### src/rtl/jesd_tx_burst_gen_if.sv
// rtl/jesd_tx_burst_gen_if.sv - TX data stream bundle between burst generator and JESD TX core
// Signals:
//   tx_tdata  : TX word presented to the JESD TX core
//   tx_tready : JESD TX core ready; a word is consumed on each clk edge with tx_tready=1
// Modports: master = burst generator side, slave = JESD TX core side.
interface jesd_tx_burst_gen_if #(
  parameter int DATA_W = 32
);
  logic [DATA_W-1:0] tx_tdata;
  logic              tx_tready;

  modport master (output tx_tdata, input tx_tready);
  modport slave  (input tx_tdata, output tx_tready);
endinterface

### src/rtl/jesd_tx_burst_gen.sv
// rtl/jesd_tx_burst_gen.sv - triggered burst generator of a 16-bit sample ramp for JESD TX loopback
// Ports:
//   clk       : JESD core clock (single domain)
//   resetn    : synchronous active-low reset
//   trig_in   : asynchronous switch level; a rising edge starts one burst
//   tx        : TX stream (master) - tx_tdata out {sample n+1, sample n}, tx_tready in
//   busy      : high from trigger acceptance until the burst completes
//   done      : one-cycle pulse after the last word is consumed
//   burst_cnt : completed bursts, wraps at 16'hFFFF
module jesd_tx_burst_gen #(
  parameter int          DATA_W      = 32,
  parameter int          BURST_LEN   = 256,
  parameter logic [15:0] START_VAL   = 16'h0000,
  parameter int          SYNC_STAGES = 2
) (
  input  logic                clk,
  input  logic                resetn,
  input  logic                trig_in,
  jesd_tx_burst_gen_if.master tx,
  output logic                busy,
  output logic                done,
  output logic [15:0]         burst_cnt
);

  localparam logic [15:0] LAST_IDX = 16'(BURST_LEN - 1);

  typedef enum logic [1:0] {IDLE, WAIT_RDY, SEND, DONE} state_t;

  state_t                   state, next_state;
  logic [SYNC_STAGES-1:0]   sync_q;
  logic                     delay_q;
  logic                     trig_edge;
  logic [15:0]              sample_q, sample_d;
  logic [15:0]              word_cnt_q, word_cnt_d;
  logic [DATA_W-1:0]        tdata_q, tdata_d;
  logic                     busy_d, done_d;

  // Metastability chain followed by a delay flop for rising-edge detection.
  always_ff @(posedge clk) begin
    if (!resetn) begin
      sync_q  <= '0;
      delay_q <= 1'b0;
    end else begin
      sync_q  <= {sync_q[SYNC_STAGES-2:0], trig_in};
      delay_q <= sync_q[SYNC_STAGES-1];
    end
  end

  assign trig_edge = sync_q[SYNC_STAGES-1] & ~delay_q;

  // State register, plus the registered outputs and datapath.
  always_ff @(posedge clk) begin
    if (!resetn) begin
      state      <= IDLE;
      sample_q   <= 16'h0000;
      word_cnt_q <= 16'h0000;
      tdata_q    <= '0;
      busy       <= 1'b0;
      done       <= 1'b0;
      burst_cnt  <= 16'h0000;
    end else begin
      state      <= next_state;
      sample_q   <= sample_d;
      word_cnt_q <= word_cnt_d;
      tdata_q    <= tdata_d;
      busy       <= busy_d;
      done       <= done_d;
      if (done_d) begin
        burst_cnt <= burst_cnt + 16'd1;
      end
    end
  end

  // Next-state logic.
  always_comb begin
    next_state = state;
    case (state)
      IDLE:     if (trig_edge) next_state = WAIT_RDY;
      WAIT_RDY: if (tx.tx_tready) next_state = SEND;
      SEND:     if (tx.tx_tready && word_cnt_q == LAST_IDX) next_state = DONE;
      DONE:     next_state = IDLE;
      default:  next_state = IDLE;
    endcase
  end

  // Output logic. Outputs are computed from the next state so that the
  // registered versions line up with the state they belong to; tx_tready
  // therefore only reaches tx_tdata through a flop.
  always_comb begin
    sample_d   = sample_q;
    word_cnt_d = word_cnt_q;
    case (state)
      IDLE: begin
        if (trig_edge) begin
          sample_d   = START_VAL;
          word_cnt_d = 16'h0000;
        end
      end
      SEND: begin
        if (tx.tx_tready) begin
          sample_d   = sample_q + 16'd2;
          word_cnt_d = word_cnt_q + 16'd1;
        end
      end
      default: ;
    endcase
    tdata_d = '0;
    if (next_state == SEND) begin
      tdata_d = DATA_W'({sample_d + 16'd1, sample_d});
    end
    busy_d = (next_state == WAIT_RDY) || (next_state == SEND);
    done_d = (next_state == DONE);
  end

  assign tx.tx_tdata = tdata_q;

endmodule

### src/flat_wrapper.sv
// flat-port wrapper written by rule: the top's interface ports become plain ports
module jesd_tx_burst_gen_flat 
#(
  parameter int          DATA_W      = 32,
  parameter int          BURST_LEN   = 256,
  parameter logic [15:0] START_VAL   = 16'h0000,
  parameter int          SYNC_STAGES = 2
)
  (clk, resetn, trig_in, busy, done, burst_cnt, tx_tx_tdata, tx_tx_tready);
  jesd_tx_burst_gen_if #(.DATA_W(DATA_W)) tx_i ();
  input  logic clk;
  input  logic resetn;
  input  logic trig_in;
  output logic busy;
  output logic done;
  output logic [15:0] burst_cnt;
  output wire logic [$bits(tx_i.tx_tdata)-1:0] tx_tx_tdata;
  input wire logic [$bits(tx_i.tx_tready)-1:0] tx_tx_tready;
  assign tx_tx_tdata = tx_i.tx_tdata;
  assign tx_i.tx_tready = tx_tx_tready;
  jesd_tx_burst_gen #(.DATA_W(DATA_W), .BURST_LEN(BURST_LEN), .START_VAL(START_VAL), .SYNC_STAGES(SYNC_STAGES)) u_core (.clk(clk), .resetn(resetn), .trig_in(trig_in), .tx(tx_i), .busy(busy), .done(done), .burst_cnt(burst_cnt));
endmodule
### config.mk
export PLATFORM = sky130hd
export DESIGN_NAME = jesd_tx_burst_gen_flat
export DESIGN_NICKNAME = d
export VERILOG_FILES = /design/src/rtl/jesd_tx_burst_gen_if.sv /design/src/rtl/jesd_tx_burst_gen.sv /design/src/flat_wrapper.sv
export SDC_FILE = /design/constraint.sdc
export NUM_CORES = 1
export LEC_CHECK = 0
export ABC_AREA = 1
export BUFFER_PORTS_ARGS = -buffer_cell sky130_fd_sc_hd__buf_2
export CAP_MARGIN = 10
export CORE_UTILIZATION = 50
export DETAILED_ROUTE_END_ITERATION = 7
export PLACE_DENSITY = 0.71
export SLEW_MARGIN = 20
export SYNTH_ARGS = -nofsm -noshare
export SYNTH_HDL_FRONTEND = slang
export SYNTH_SLANG_ARGS = --single-unit
### constraint.sdc
create_clock -name clk -period 3.5 [get_ports clk]
set_input_delay 0.35 -clock clk [delete_from_list [all_inputs] [get_ports clk]]
set_output_delay 0.35 -clock clk [all_outputs]
set_load 0.1 [all_outputs]
### Yosys cells after proc, flatten, opt, wreduce, memory -nomap -nowiden

Index checks and enable logic that the tools add are counted.

| cells by class | value |
|---|---|
| add/sub/neg operators | 4 |
| reduce and logical (&&, ||, !) cells | 6 |
| muxes and demuxes | 10 |
| equality and inequality tests | 9 |
| bitwise operators | 2 |

Operators by type and width:

| operator | count |
|---|---|
| $mux 16 | 4 |
| $pmux 16 s2 | 2 |
| $add 16x1->16 const B | 3 |
| $add 16x2->16 const B | 1 |
| $eq 16x8->1 const B | 1 |
| $eq 2x2->1 const B | 4 |
| $pmux 2 s4 | 1 |
| $mux 2 | 3 |
| $eq 2x1->1 const B | 2 |
| $reduce_and 3->1 | 1 |
| $logic_not 2->1 | 1 |
| $ne 2x1->1 const B | 1 |
| $ne 2x2->1 const B | 1 |
| $reduce_and 2->1 | 1 |
| $reduce_bool 2->1 | 1 |
| $and 1x1->1 | 1 |
| $logic_and 1x1->1 | 1 |
| $logic_or 1x1->1 | 1 |
| $not 1->1 | 1 |

| storage, ports and cells | value |
|---|---|
| word-level logic and storage cells | 40 |
| register bits | 87 |
| input port bits | 4 |
| output and inout bits | 50 |

### Logic depth before layout (Yosys ltp)

Gate-level depths: netlist of the first run.

| logic depth | value |
|---|---|
| word-level depth | 6 |
| mapped depth | 16 |
| depth with buffers taken out | 16 |

### Worst setup path after synthesis of the first run

OpenSTA, ideal clock, no wires.

| timing | value |
|---|---|
| path type | register to register |
| start point | register u_core.word_cnt_q[1] |
| end point | register u_core.burst_cnt[11] |
| library setup time | 0.116 ns |
| cell stages (with the launch flop) | 16 |
| data arrival time | 2.667 ns |
| clock period less this slack | 2.783 ns |
| buffers on the path | 0 |
| required time | 3.384 ns |
| setup slack | 0.717 ns |
| cells stage by stage | dfxtp_1 ha_1 nand2_1 nor3_1 nand4_1 o21ai_0 ha_1 nand3_1 nor2_1 nand2_1 nor2_1 nand3_1 nand3b_1 nor2_1 a21oi_1 o21a_1 |

| between the ends | value |
|---|---|
| cells in the longest elaborated chain, start to end | 5 |

RTL lines:

| item | line | RTL |
|---|---|---|
| start: declaration | jesd_tx_burst_gen.sv:34 | `logic [15:0] word_cnt_q, word_cnt_d;` |
| start signal: assignment | jesd_tx_burst_gen.sv:64 | `word_cnt_q <= word_cnt_d;` |
| $eq 16x8->1 | jesd_tx_burst_gen.sv:80 | `SEND: if (tx.tx_tready && word_cnt_q == LAST_IDX) next_state = DONE;` |
| $logic_and 1x1->1 | jesd_tx_burst_gen.sv:80 |  |
| $mux 2 | jesd_tx_burst_gen.sv:80 |  |
| $pmux 2 s4 | jesd_tx_burst_gen.sv:77 | `case (state)` |
| named net u_core.next_state[0] | jesd_tx_burst_gen.sv:29 | `state_t state, next_state;` |
| $eq 2x2->1 | jesd_tx_burst_gen.sv:112 | `done_d = (next_state == DONE);` |
| named net u_core.done_d | jesd_tx_burst_gen.sv:36 | `logic busy_d, done_d;` |
| end signal: assignment | jesd_tx_burst_gen.sv:69 | `burst_cnt <= burst_cnt + 16'd1;` |
| end: declaration | jesd_tx_burst_gen.sv:22 | `output logic [15:0] burst_cnt` |

The timed path passes the listed nets, and every way through them passes these cells.
A chain may end at the register's enable or synchronous reset.

### Worst setup path after layout of the first run

| timing | value |
|---|---|
| start point | register u_core.word_cnt_q[1] |
| end point | register u_core.burst_cnt[15] |

The elaborated chain is that of the path after synthesis.

==> results.txt, run 1 <==
The flow ran to the end, and the final reports show no timing, DRC or antenna violations. Walking the worst path, the cells encountered are ha_1, nand2_1, nor3_1, nand4_1, o21ai_0, ha_1, nand3_1, nor2_1, nand2_1, nor2_1, nand3_1, nand3b_1, nor2_1, nand3_1, nand2_1, nor2_1. The relative slew slack is 0.675. The antenna violation net count after detailed routing came out at 0. Dividing the final minimum period by the clock period gives 0.852. After synthesis the netlist holds a flip-flop and latch count of 87. The tightest min-delay check is of the in -> reg type. The final worst clock skew came out at 0.0171 ns. The count of buffers added on input and output ports is 53.

The count of final setup violators is 0. Yosys mapped the design onto 37 distinct sky130hd cell types. Leaving out filler cells and counting taps, the final layout contains 687.

The critical path in this run is classified as reg -> reg. The routed via count came out at 3396. The overall die height is 89.9 µm. The clock buffer count from CTS is 9.

The top achievable clock speed came out at 335 MHz. The number of nets in the synthesized netlist came out at 534. The final hold violation count came to 0.

The effective utilization at floorplan is 0.524. Along the worst hold path, the cell count comes to 3. The end of the worst register-to-register path is u_core.burst_cnt[15]. The number of placed cells counting well taps is 672. The clock drives 87 sinks. The final worst-path setup slack is 0.519 ns. Entering global routing, the biggest net connects 26 pins.

The initial antenna violation count came out at 0. The tree is rooted in a clkbuf_8. The placer congestion estimate is 0.827. Post-CTS repair changed the size of 0 cells. The sink of the worst hold path is u_core.sync_q[0]. The routed wire length on met3 is 338 µm. The iteration-0 DRC count of the detailed router came out at 157. The mapped netlist covers 3860 µm². The number of pins with negative max-slew slack in the final report came out at 0. After detailed routing, the wire length on met1 is 3.70 mm. The peak supply drop is 0.207 mV. The number of top-level pins is 54. The number of buffers inserted for hold repair after clock tree synthesis came out at 0. The actual transition at the worst max-transition pin came out at 0.491 ns. TritonCTS built the clock tree.

The power per standard cell area came out at 405 nW/µm². The biggest cell delay along the critical path came out at 0.37 ns. CTS built an H-tree with a depth of 3. The worst-case setup slack after placement is 0.532 ns. In the final layout, the share of cells above drive strength 1 is 0.184. The number of nets in the final layout is 594. Signal routing reaches up to met4.

The clock reaches the later pin of the worst-skew pair after 0.36 ns. Detailed placement ended at an HPWL of 5.55 mm. In this design, the critical path's most frequently occurring cell is nor2_1. The horizontal extent of the die is 89.9 µm. The total overflow left after global routing is 0. Summed over all layers, the routed wires come to 7.60 mm. The via density per instance came out at 4.94. The first-pass GRT wire length is 12.7 mm. The mean instance size in the synthesized netlist is 7.37 µm². The leakage power summed over all cells came out at 1.86 nW. Post-CTS timing repair inserted 0 buffers for setup. The average wire per cell in the routed design came out at 11.1 µm. The clock-pin slew on the worst setup and hold paths is 0.09 ns. At the end of the flow the core is filled with cells to 0.605.

The shortest clock period the worst path allows after layout is 2.98 ns. The worst register-to-register path has a depth of 16. The number of global-route vias before repair came out at 3033. The number of design rule violations left after detail routing is 0.

The antenna diode count came out at 0. The met2 wire length is 3.41 mm. The number of warnings printed during yosys synthesis came out at 0. In this run the most critical hold path is launched from trig_in. Setup repair after global routing left no endpoint under its margin.

The filler cell count in the final layout came out at 708. The gate count after technology mapping came out at 524. The critical path arrival is 3.24 ns. The internal reg-to-reg setup slack came out at 0.52 ns. The share of synthesized area occupied by flip-flops and latches is 0.451. The core outline area came out at 7370 µm². The maximum fanout count along the critical path is 7. STA classifies the critical path endpoint as a flop. The critical path startpoint category is a flop. The floorplan die area came out at 8080 µm². The number of search-and-repair iterations in the first detailed-routing pass is 5. The sum of negative setup slack came out at 0 ns. In this run the critical register-to-register path is launched from u_core.word_cnt_q[1].

Total power for the finished layout comes to 1.80 mW. Max-cap violations in this run came to 0. For this design, the slowest cell found on the critical path is dfxtp_1.

Across every metal layer, demand over resource in global routing totals 0.191. The layout-stage area growth over the synthesis result is 15.4%. The maximum clock insertion buffer count came out at 2. At the worst endpoint, the required time is 3.76 ns. The placement row count is 31.
==> sequential cells by signal (all words and copies together) (netlist names) <==
name                count
u_core.done             1
u_core.burst_cnt       16
u_core.tx.tx_tdata     32
u_core.busy             1
u_core.delay_q          1
u_core.sync_q           2
u_core.word_cnt_q      16
u_core.sample_q        16
u_core.state            2
==> metrics by stage <==
step / area (µm²) / hold slack (ns)
floorplan: 3860 / 0.390
global placement: 4250 / 0.400
detailed placement: 4250 / 0.409
CTS: 4460 / 0.166
global route: 4460 / 0.198
finish: 4460 / 0.175
==> power by group <==
| group | switching (mW) | leakage, nW | internal (mW) | total [mW] |
|---|---|---|---|---|
| registers | 0.00311 | 0.701 | 0.993 | 0.996 |
| clock network | 0.330 | 0.109 | 0.416 | 0.745 |
| logic | 0.0491 | 1.04 | 0.0150 | 0.0641 |
==> area by class of cell <==
cell class	instances	area, µm²	area share
Clock buffer	11	141	0.0317
Clock inverter	4	70.1	0.0157
Inverter	84	315	0.0707
Multi-Input combinational cell	346	1780	0.399
Sequential cell	87	1740	0.391
Tap cell	99	124	0.0278
Timing Repair Buffer	56	288	0.0645
==> cells by family (layout without fill, tap and decap cells) <==
| family | Yosys count | count (layout) | synth area share |
|---|---|---|---|
| adder cells (fa/ha/maj) | 6 | 6 | 0.0194 |
| flip-flops | 87 | 87 | 0.451 |
| AND/OR/NAND/NOR | 261 | 261 | 0.327 |
| XOR/XNOR | 1 | 1 | 0.00227 |
| buffers and inverters | 91 | 155 | 0.0887 |
| AO/OA/AOI/OAI | 78 | 78 | 0.112 |
==> layout by cell type, fill, tap and decap left out, types with 2 or more instances in the layout <==
cell,synthesis,final
inv_2,5,5
o21a_1,3,3
o21ai_2,3,3
bufinv_16,0,2
nand4_1,14,14
clkbuf_8,0,10
o21ai_1,4,4
a31oi_1,2,2
buf_2,1,53
buf_4,0,3
dfxtp_1,87,87
nand2_1,90,90
nor2_4,7,7
nor3_2,2,2
nand3_1,30,30
nor2_2,6,6
nor2_1,77,77
nand2_2,4,4
clkinv_1,3,3
nor4_1,5,5
nand3_2,2,2
nor3_1,14,14
o21ai_0,25,25
clkinv_2,0,2
nand2_4,3,3
ha_1,6,6
a21oi_1,37,37
inv_1,76,76
==> metal layers <==
layer,GRT usage,vias up
met5,0,-
met4,0.0941,0
met3,0.0406,14
met2,0.309,70
met1,0.243,1500
li1,-,1812
==> Yosys cell counts (all sizes together) <==
| library cell | number | area (µm²) |
|---|---|---|
| a211oi | 1 | 7.51 |
| a21oi | 38 | 194 |
| a31oi | 2 | 12.5 |
| and2 | 1 | 6.26 |
| buf | 1 | 5.00 |
| clkbuf | 6 | 22.5 |
| clkinv | 3 | 11.3 |
| dfxtp | 87 | 1740 |
| ha | 6 | 75.1 |
| inv | 81 | 304 |
| nand2 | 97 | 397 |
| nand3 | 33 | 188 |
| nand3b | 1 | 7.51 |
| nand4 | 15 | 100 |
| nor2 | 91 | 425 |
| nor3 | 16 | 90.1 |
| nor4 | 6 | 43.8 |
| o21a | 3 | 22.5 |
| o21ai | 33 | 188 |
| o21bai | 1 | 7.51 |
| or2 | 1 | 6.26 |
| xor2 | 1 | 8.76 |
==> critical path: cells and delay by family, from the launching register on <==
kind | cells | cell delay [ns]
adder cells (fa/ha/maj) | 2 | 0.50
AND/OR/NAND/NOR | 13 | 1.80
flip-flops | 1 | 0.37
AO/OA/AOI/OAI | 1 | 0.25
==> worst max path at each step <==
| stage | from | to | slack [ns] |
|---|---|---|---|
| after floorplan | u_core.word_cnt_q[1] | u_core.burst_cnt[11] | 0.72 |
| after global placement | u_core.word_cnt_q[1] | u_core.burst_cnt[15] | 0.65 |
| after detailed placement | u_core.word_cnt_q[1] | u_core.burst_cnt[15] | 0.53 |
| after CTS | u_core.word_cnt_q[1] | u_core.burst_cnt[15] | 0.53 |
| after global routing | u_core.word_cnt_q[1] | u_core.burst_cnt[15] | 0.11 |
| final | u_core.word_cnt_q[1] | u_core.burst_cnt[15] | 0.52 |
Power figures use the tool's default switching activity.
==> inputs of run 2 (changes only) <==
==> constraint.sdc (replaced) <==
create_clock -name clk -period 3.7 [get_ports clk]
set_input_delay 0.37 -clock clk [delete_from_list [all_inputs] [get_ports clk]]
set_output_delay 0.37 -clock clk [all_outputs]
set_load 0.1 [all_outputs]
==> results.txt, run 2 (synthesis gave the netlist of run 1 again) <==
The flow ran to the end, and the final reports show no timing, DRC or antenna violations. The total detailed-routing wirelength came out at 7.58 mm. After detailed routing, the average wire length per cell comes to 11.0 µm. The layout-stage area growth over the synthesis result is 15.7%. Between clock sinks in the finished design, the worst skew comes to 0.0110 ns. At the end of routability-driven placement, the weighted congestion stood at 0.829. The number of H-tree branching levels is 3. The iteration-0 DRC count of the detailed router is 141. The floorplan die area is 8080 µm². The max-capacitance violation count is 0.

The number of flip-flops in the largest register is 32. After detailed routing, the number of remaining DRC violations is 0. Counting cells, the worst reg-to-reg path comes to 16. Counting along the longest clock path gives a buffer depth of 2. The routed via count came out at 3357.

The worst pin sits at a relative slew slack of 0.676. The number of hold buffers added after CTS was 0. Power spread over the standard cell area amounts to 386 nW/µm². The pre-antenna-repair detailed-routing pass consisted of 4 iterations. The clock-pin slew on the worst setup and hold paths came out at 0.08 ns. Overall power consumption after layout is estimated at 1.73 mW. The number of top-level pins came out at 54. Adding up every negative setup slack in the final design gives 0 ns.

The worst path meets setup with 0.655 ns of slack. The placement row count came out at 31. The end of the worst register-to-register path is u_core.burst_cnt[15]. The number of post-CTS setup repair buffers is 0. The worst-case setup slack after placement is 0.727 ns. The core outline area came out at 7370 µm². The clock buffer count from CTS came out at 9. The startpoint of the tightest hold check path is trig_in. The total congestion overflow after global routing is 0. The quantity of gates resized following cts is 0. The first-pass GRT wire length came out at 13.0 mm.

The horizontal extent of the die came out at 89.9 µm. The antenna diode count is 0. The tree is rooted in a clkbuf_8.

Measured along the y axis, the die boundary spans 89.9 µm. The hold-critical path depth is 3. The fraction of the core area covered by cells at the end of the flow is 0.607. The critical path required time is 3.96 ns. Clock latency on the worst-skew pair, taken at its later pin, is 0.35 ns. The library cell used most frequently in the layout, excluding fill and tap cells, is nand2_1. The number of pins with negative max-slew slack in the final report is 0. In this run the critical register-to-register path is launched from u_core.word_cnt_q[1]. The top achievable clock speed is 328 MHz. For the pin with the worst max-slew slack, the measured transition is 0.489 ns.

Leaving out fill and tap cells, the most frequent cells in the layout are nand2_1 (90), dfxtp_1 (87), nor2_1 (77). The internal reg-to-reg setup slack came out at 0.66 ns. The worst setup path is launched from a flop. Once detailed placement completed, the half-perimeter wirelength came to 5.45 mm.

The analysis attributes to cell leakage a power of 1.86 nW. After filler insertion, the fill cell instance count of the layout stands at 726. The total track usage came out at 0.196. The number of nets in the final layout came out at 594.

The number of sinks on the clock net came out at 87. The count of buffers added on input and output ports is 53. The portion of the clock cycle consumed by the worst path in the final layout came out at 0.823. The type of the tightest min-delay check is in -> reg. The final hold violation count is 0. The peak supply drop came out at 0.232 mV. Setup repair after global routing left no endpoint under its margin. Setup violations remaining at the end of the flow were counted as 0. Along the worst path, the maximum fanout reaches 7. The shortest clock period the worst path allows after layout is 3.04 ns. The worst setup path is captured at a flop. The initial antenna violation count came to 0. At the worst endpoint, the arrival time is 3.30 ns. The effective utilization at floorplan is 0.524.

The largest net degree at the start of global routing is 26. TritonCTS built the clock tree. The path with the worst hold slack has its endpoint at u_core.sync_q[0].

Of the cells placed in the final design, the portion with a size suffix greater than 1 is 0.185. The antenna violation net count after detailed routing is 0. Final hold analysis gives a worst-case slack of 0.202 ns. The number of global-route vias before repair came out at 2960.

The via density per instance is 4.88. The critical path in this run is classified as reg -> reg.
## run 2: area by class of cell
type	count	area [µm²]	share of cell area
Clock buffer	11	141	0.0316
Clock inverter	5	81.3	0.0182
Inverter	84	315	0.0705
Multi-Input combinational cell	346	1780	0.398
Sequential cell	87	1740	0.390
Tap cell	99	124	0.0277
Timing Repair Buffer	56	288	0.0644
## run 2: worst max path at each step
stage,startpoint,endpoint,slack [ns],depth (start not counted)
floorplan,u_core.word_cnt_q[1],u_core.burst_cnt[11],0.92,15
global placement,u_core.word_cnt_q[1],u_core.burst_cnt[15],0.85,16
detailed placement,u_core.word_cnt_q[1],u_core.burst_cnt[15],0.73,16
CTS,u_core.word_cnt_q[1],u_core.burst_cnt[15],0.66,16
global route,u_core.word_cnt_q[1],u_core.burst_cnt[15],0.23,16
finish,u_core.word_cnt_q[1],u_core.burst_cnt[15],0.66,16
## run 2: power by group
group          switching, mW  internal, mW
combinational         0.0457        0.0140
sequential           0.00304         0.939
clock                  0.326         0.399
total                  0.374          1.35
## run 2: layer usage
| metal | vias to the layer above | wire length (µm) | global-route usage | share of wire |
|---|---|---|---|---|
| met5 | - | 0 | 0 | 0 |
| met4 | 0 | 104 | 0.0766 | 0.014 |
| met3 | 8 | 298 | 0.0491 | 0.039 |
| met2 | 56 | 3480 | 0.315 | 0.46 |
| met1 | 1490 | 3700 | 0.252 | 0.49 |
| li1 | 1803 | - | - | - |
## run 2: worst max-delay path, stage by stage (launching register included)
cell and delay, ns:
dfxtp_1 0.37, ha_1 0.18, nand2_1 0.08, nor3_1 0.32
nand4_1 0.14, o21ai_0 0.26, ha_1 0.33, nand3_1 0.10
nor2_1 0.13, nand2_1 0.09, nor2_1 0.12, nand3_1 0.11
nand3b_1 0.24, nor2_1 0.25, nand3_1 0.12, nand2_1 0.07
nor2_1 0.04
## run 2: metrics by stage
stage / instances / cell area, µm²
floorplan: 524 / 3860
global placement: 672 / 4250
detailed placement: 672 / 4250
CTS: 688 / 4470
global route: 688 / 4470
finish: 688 / 4470
==> inputs of run 3 (changes only) <==
--- a/config.mk
+++ b/config.mk
@@ -5,12 +5,12 @@
 export SDC_FILE = /design/constraint.sdc
 export NUM_CORES = 1
 export LEC_CHECK = 0
-export ABC_AREA = 1
+export ABC_AREA = 0
 export BUFFER_PORTS_ARGS = -buffer_cell sky130_fd_sc_hd__buf_2
 export CAP_MARGIN = 10
 export CORE_UTILIZATION = 50
 export DETAILED_ROUTE_END_ITERATION = 7
-export PLACE_DENSITY = 0.71
+export PLACE_DENSITY = 0.74
 export SLEW_MARGIN = 20
 export SYNTH_ARGS = -nofsm -noshare
 export SYNTH_HDL_FRONTEND = slang
==> constraint.sdc (replaced) <==
create_clock -name clk -period 2.5 [get_ports clk]
set_input_delay 0.25 -clock clk [delete_from_list [all_inputs] [get_ports clk]]
set_output_delay 0.25 -clock clk [all_outputs]
set_load 0.1 [all_outputs]
==> results.txt, run 3 <==
Of all cell types, the one taking the most synthesized area is dfxtp_1. The critical path required time is 2.74 ns. The power per standard cell area came out at 569 nW/µm². The library cell used most frequently in the layout, excluding fill and tap cells, is dfxtp_1. The met2 wire length came out at 3.90 mm. The effective utilization at floorplan is 0.527. After synthesis the netlist holds a flip-flop and latch count of 87. The number of warnings printed during yosys synthesis is 0. The clock network fraction of total power came out at 0.428. In the synthesized netlist, the cells that appear most often are dfxtp_1 (87), nor2_1 (69), nand2_1 (37).

The clock buffer count from CTS came out at 9. The clock-pin slew on the worst setup and hold paths is 0.08 ns. The layout-stage area growth over the synthesis result is 24.4%. The combinational cell fraction of total power came out at 0.030. From left edge to right edge, the die measures 87.3 µm. The actual transition at the worst max-transition pin is 0.572 ns. In the final routed layout, each cell accounts on average for 13.3 µm. The first global-routing pass estimated 12.4 mm of wire.

The worst-case setup slack after placement came out at -0.0524 ns. The number of global-route vias before repair is 2814. Counting distinct cell types in the post-synthesis netlist gives 53. The type of the tightest min-delay check is in -> reg. Setup repair after global routing could not meet its margin everywhere. The number of nets in the final layout is 492. The placement row count is 30. The shortest clock period the worst path allows after layout is 2.47 ns. The routed wire length on met3 came out at 341 µm. The net switching power figure is 545 µW. The number of enable flip-flop cells after synthesis came out at 0.

The number of placed cells counting well taps is 565. The leakage power summed over all cells is 1.99 nW. For this run, the top clock speed supported by timing is 405 MHz.

The clock latency on the worst-skew pair came out at 0.35 ns. The floorplan die area came out at 7620 µm². The fraction of power spent switching nets came out at 0.212. The max-capacitance violation count came out at 0. The peak supply drop came out at 0.374 mV.

Routed signal wires occupy layers up through met4. Among all flip-flop cells after synthesis, the most frequent one is dfxtp_1. The relative contribution of sequential cells to total power came out at 0.541. For this run, the total global-route usage over all layers was measured as 0.209. The portion of the clock cycle consumed by the worst path in the final layout is 0.987. 54 I/O pins were placed. The count of buffers from port buffering came out at 53. The category of the critical setup timing path is reg -> reg. For this run, design rule violations remaining after detail routing come to 0. The placer congestion estimate is 0.852. The maximum fanout count along the critical path came out at 11. The antenna violation net count after detailed routing is 0. The dominant cell by count in the synthesized netlist is dfxtp_1. The maximum clock insertion buffer count came out at 2. The largest net degree at the start of global routing came out at 29. The number of search-and-repair iterations in the first detailed-routing pass came out at 4.

The final worst clock skew came out at 0.00587 ns. The total congestion overflow after global routing came out at 0. The number of flip-flops in the largest register came out at 32.

The number of sinks on the clock net came out at 87. The antenna diode count came out at 0. The core outline area is 6910 µm². The run finished with clean final reports. Setup violations remaining at the end of the flow were counted as 0. The root buffer cell chosen for the clock tree is clkbuf_8. The share of synthesized area occupied by flip-flops and latches is 0.479. The worst setup path is captured at a flop.

The overall die height came out at 87.3 µm. The final hold violation count was 0. The fraction of layout instances using a drive strength above 1 came out at 0.283. The filler cell count in the final layout is 607. In the final routing, the length of wire on met1 measures 3.28 mm. Using the TritonRoute via totals, the vias-per-cell ratio works out to 5.18. The initial antenna violation count was 0.

In the layout the commonest cells are dfxtp_1 (81), nor2_1 (67), buf_2 (53). The number of nets in the synthesized netlist is 409. Synthesis produced a netlist whose cell count is 399.

By area the synthesized netlist is led by dfxtp_1 (48%), nor2_1 (7.1%), xor2_1 (6.7%), nand2_1 (3.8%), and2_1 (3.3%). STA classifies the critical path startpoint as a flop. The routed via count is 3022. The mean instance size in the synthesized netlist came out at 9.12 µm². The relative slew slack is 0.618. For this block, the routed nets add up to 7.73 mm of wire. The final cell count without fillers is 583. The fraction of registers with async set/reset is 0.

After synthesis the cells add up to 3640 µm². Detailed placement finished with a half-perimeter wire length of 5.50 mm. The area share of the leading cell type in the synthesized netlist is 0.479. The clock tree from TritonCTS is yes. The detailed router finished its first iteration with 100 violations. The design internal power came out at 2.03 mW. The number of H-tree branching levels is 3. After layout, the worst setup slack is 0.0334 ns. The critical path arrival is 2.71 ns. The number of pins with negative max-slew slack in the final report came out at 0.
## run 3: cell count changes after synthesis, sizes merged, moves of 18 or more
cell,previous run,this run
a21oi,38,11
and2,1,20
and3,0,18
inv,81,5
nand2,97,37
nor2,91,70
o21ai,33,6
xor2,1,28
## run 3: final cells by class
class | instances | area [µm²] | area share
Clock inverter | 5 | 78.8 | 0.0174
Timing Repair Buffer | 86 | 510 | 0.113
Sequential cell | 87 | 1750 | 0.388
Multi-Input combinational cell | 293 | 1890 | 0.418
Inverter | 5 | 18.8 | 0.00415
Clock buffer | 11 | 151 | 0.0335
Tap cell | 96 | 120 | 0.0266
## run 3: power by group through the flow
stage	logic [mW]	clock network (mW)	registers, mW
5_1_grt	0.0851	1.18	1.39
3_3_place_gp	0.0739	0	1.43
3_5_place_dp	0.0749	0	1.43
4_1_cts	0.0752	1.12	1.39
2_1_floorplan	0.0399	0	1.44
6_report	0.0780	1.10	1.39
## run 3: critical path: stages (launching register included)
cell,delay (ns)
dfxtp_2,0.38
nand4b_2,0.25
nor2_2,0.12
and3_1,0.19
mux2_4,0.32
or4b_4,0.55
nor3b_2,0.21
mux2_1,0.34
## run 3: routing by layer
| layer | track usage | vias to the layer above |
|---|---|---|
| met1 | 0.239 | 1413 |
| met4 | 0.0924 | 0 |
| met3 | 0.0578 | 23 |
| met2 | 0.361 | 78 |
| li1 | - | 1508 |
| met5 | 0 | - |
## run 3: kinds of logic after synthesis
kind of cell    Yosys count  share of synthesized area
simple gates            211                      0.304
flops                    87                      0.479
xor+xnor                 42                      0.103
compound gates           23                     0.0382
buf+inv                  19                     0.0217
mux                      11                     0.0334
fa+ha+maj                 6                     0.0206
## run 3: worst paths after layout
kind | start | endpoint | slack [ns] | cells after the start
worst max-delay path | u_core.state[0] | u_core.tx.tx_tdata[27] | 0.03 | 7
worst min-delay path | trig_in | u_core.sync_q[0] | 0.1 | 2
worst max register to register | u_core.state[0] | u_core.tx.tx_tdata[27] | 0.03 | 7
worst min register to register | u_core.sync_q[0] | u_core.sync_q[1] | 0.44 | 1
## run 3: repair_timing
action / in CTS / in global routing
cloned: 0 / 0
setup endpoints to repair: 2 / 19
setup buffers: 0 / 2
gates resized for setup: 2 / 22
pin swaps: 1 / 8
hold buffers: 0 / 0
## run 3: per-stage QoR
step | area, µm² | power (mW) | utilization | hold slack [ns] | setup TNS, ns
detailed placement | 4200 | 1.50 | 0.608 | 0.431 | -0.0524
finish | 4520 | 2.57 | 0.655 | 0.0986 | 0
global placement | 4200 | 1.50 | 0.608 | 0.421 | 0
CTS | 4430 | 2.59 | 0.641 | 0.0967 | 0
global route | 4520 | 2.66 | 0.655 | 0.101 | -0.404
floorplan | 3650 | 1.48 | - | 0.377 | -0.0760
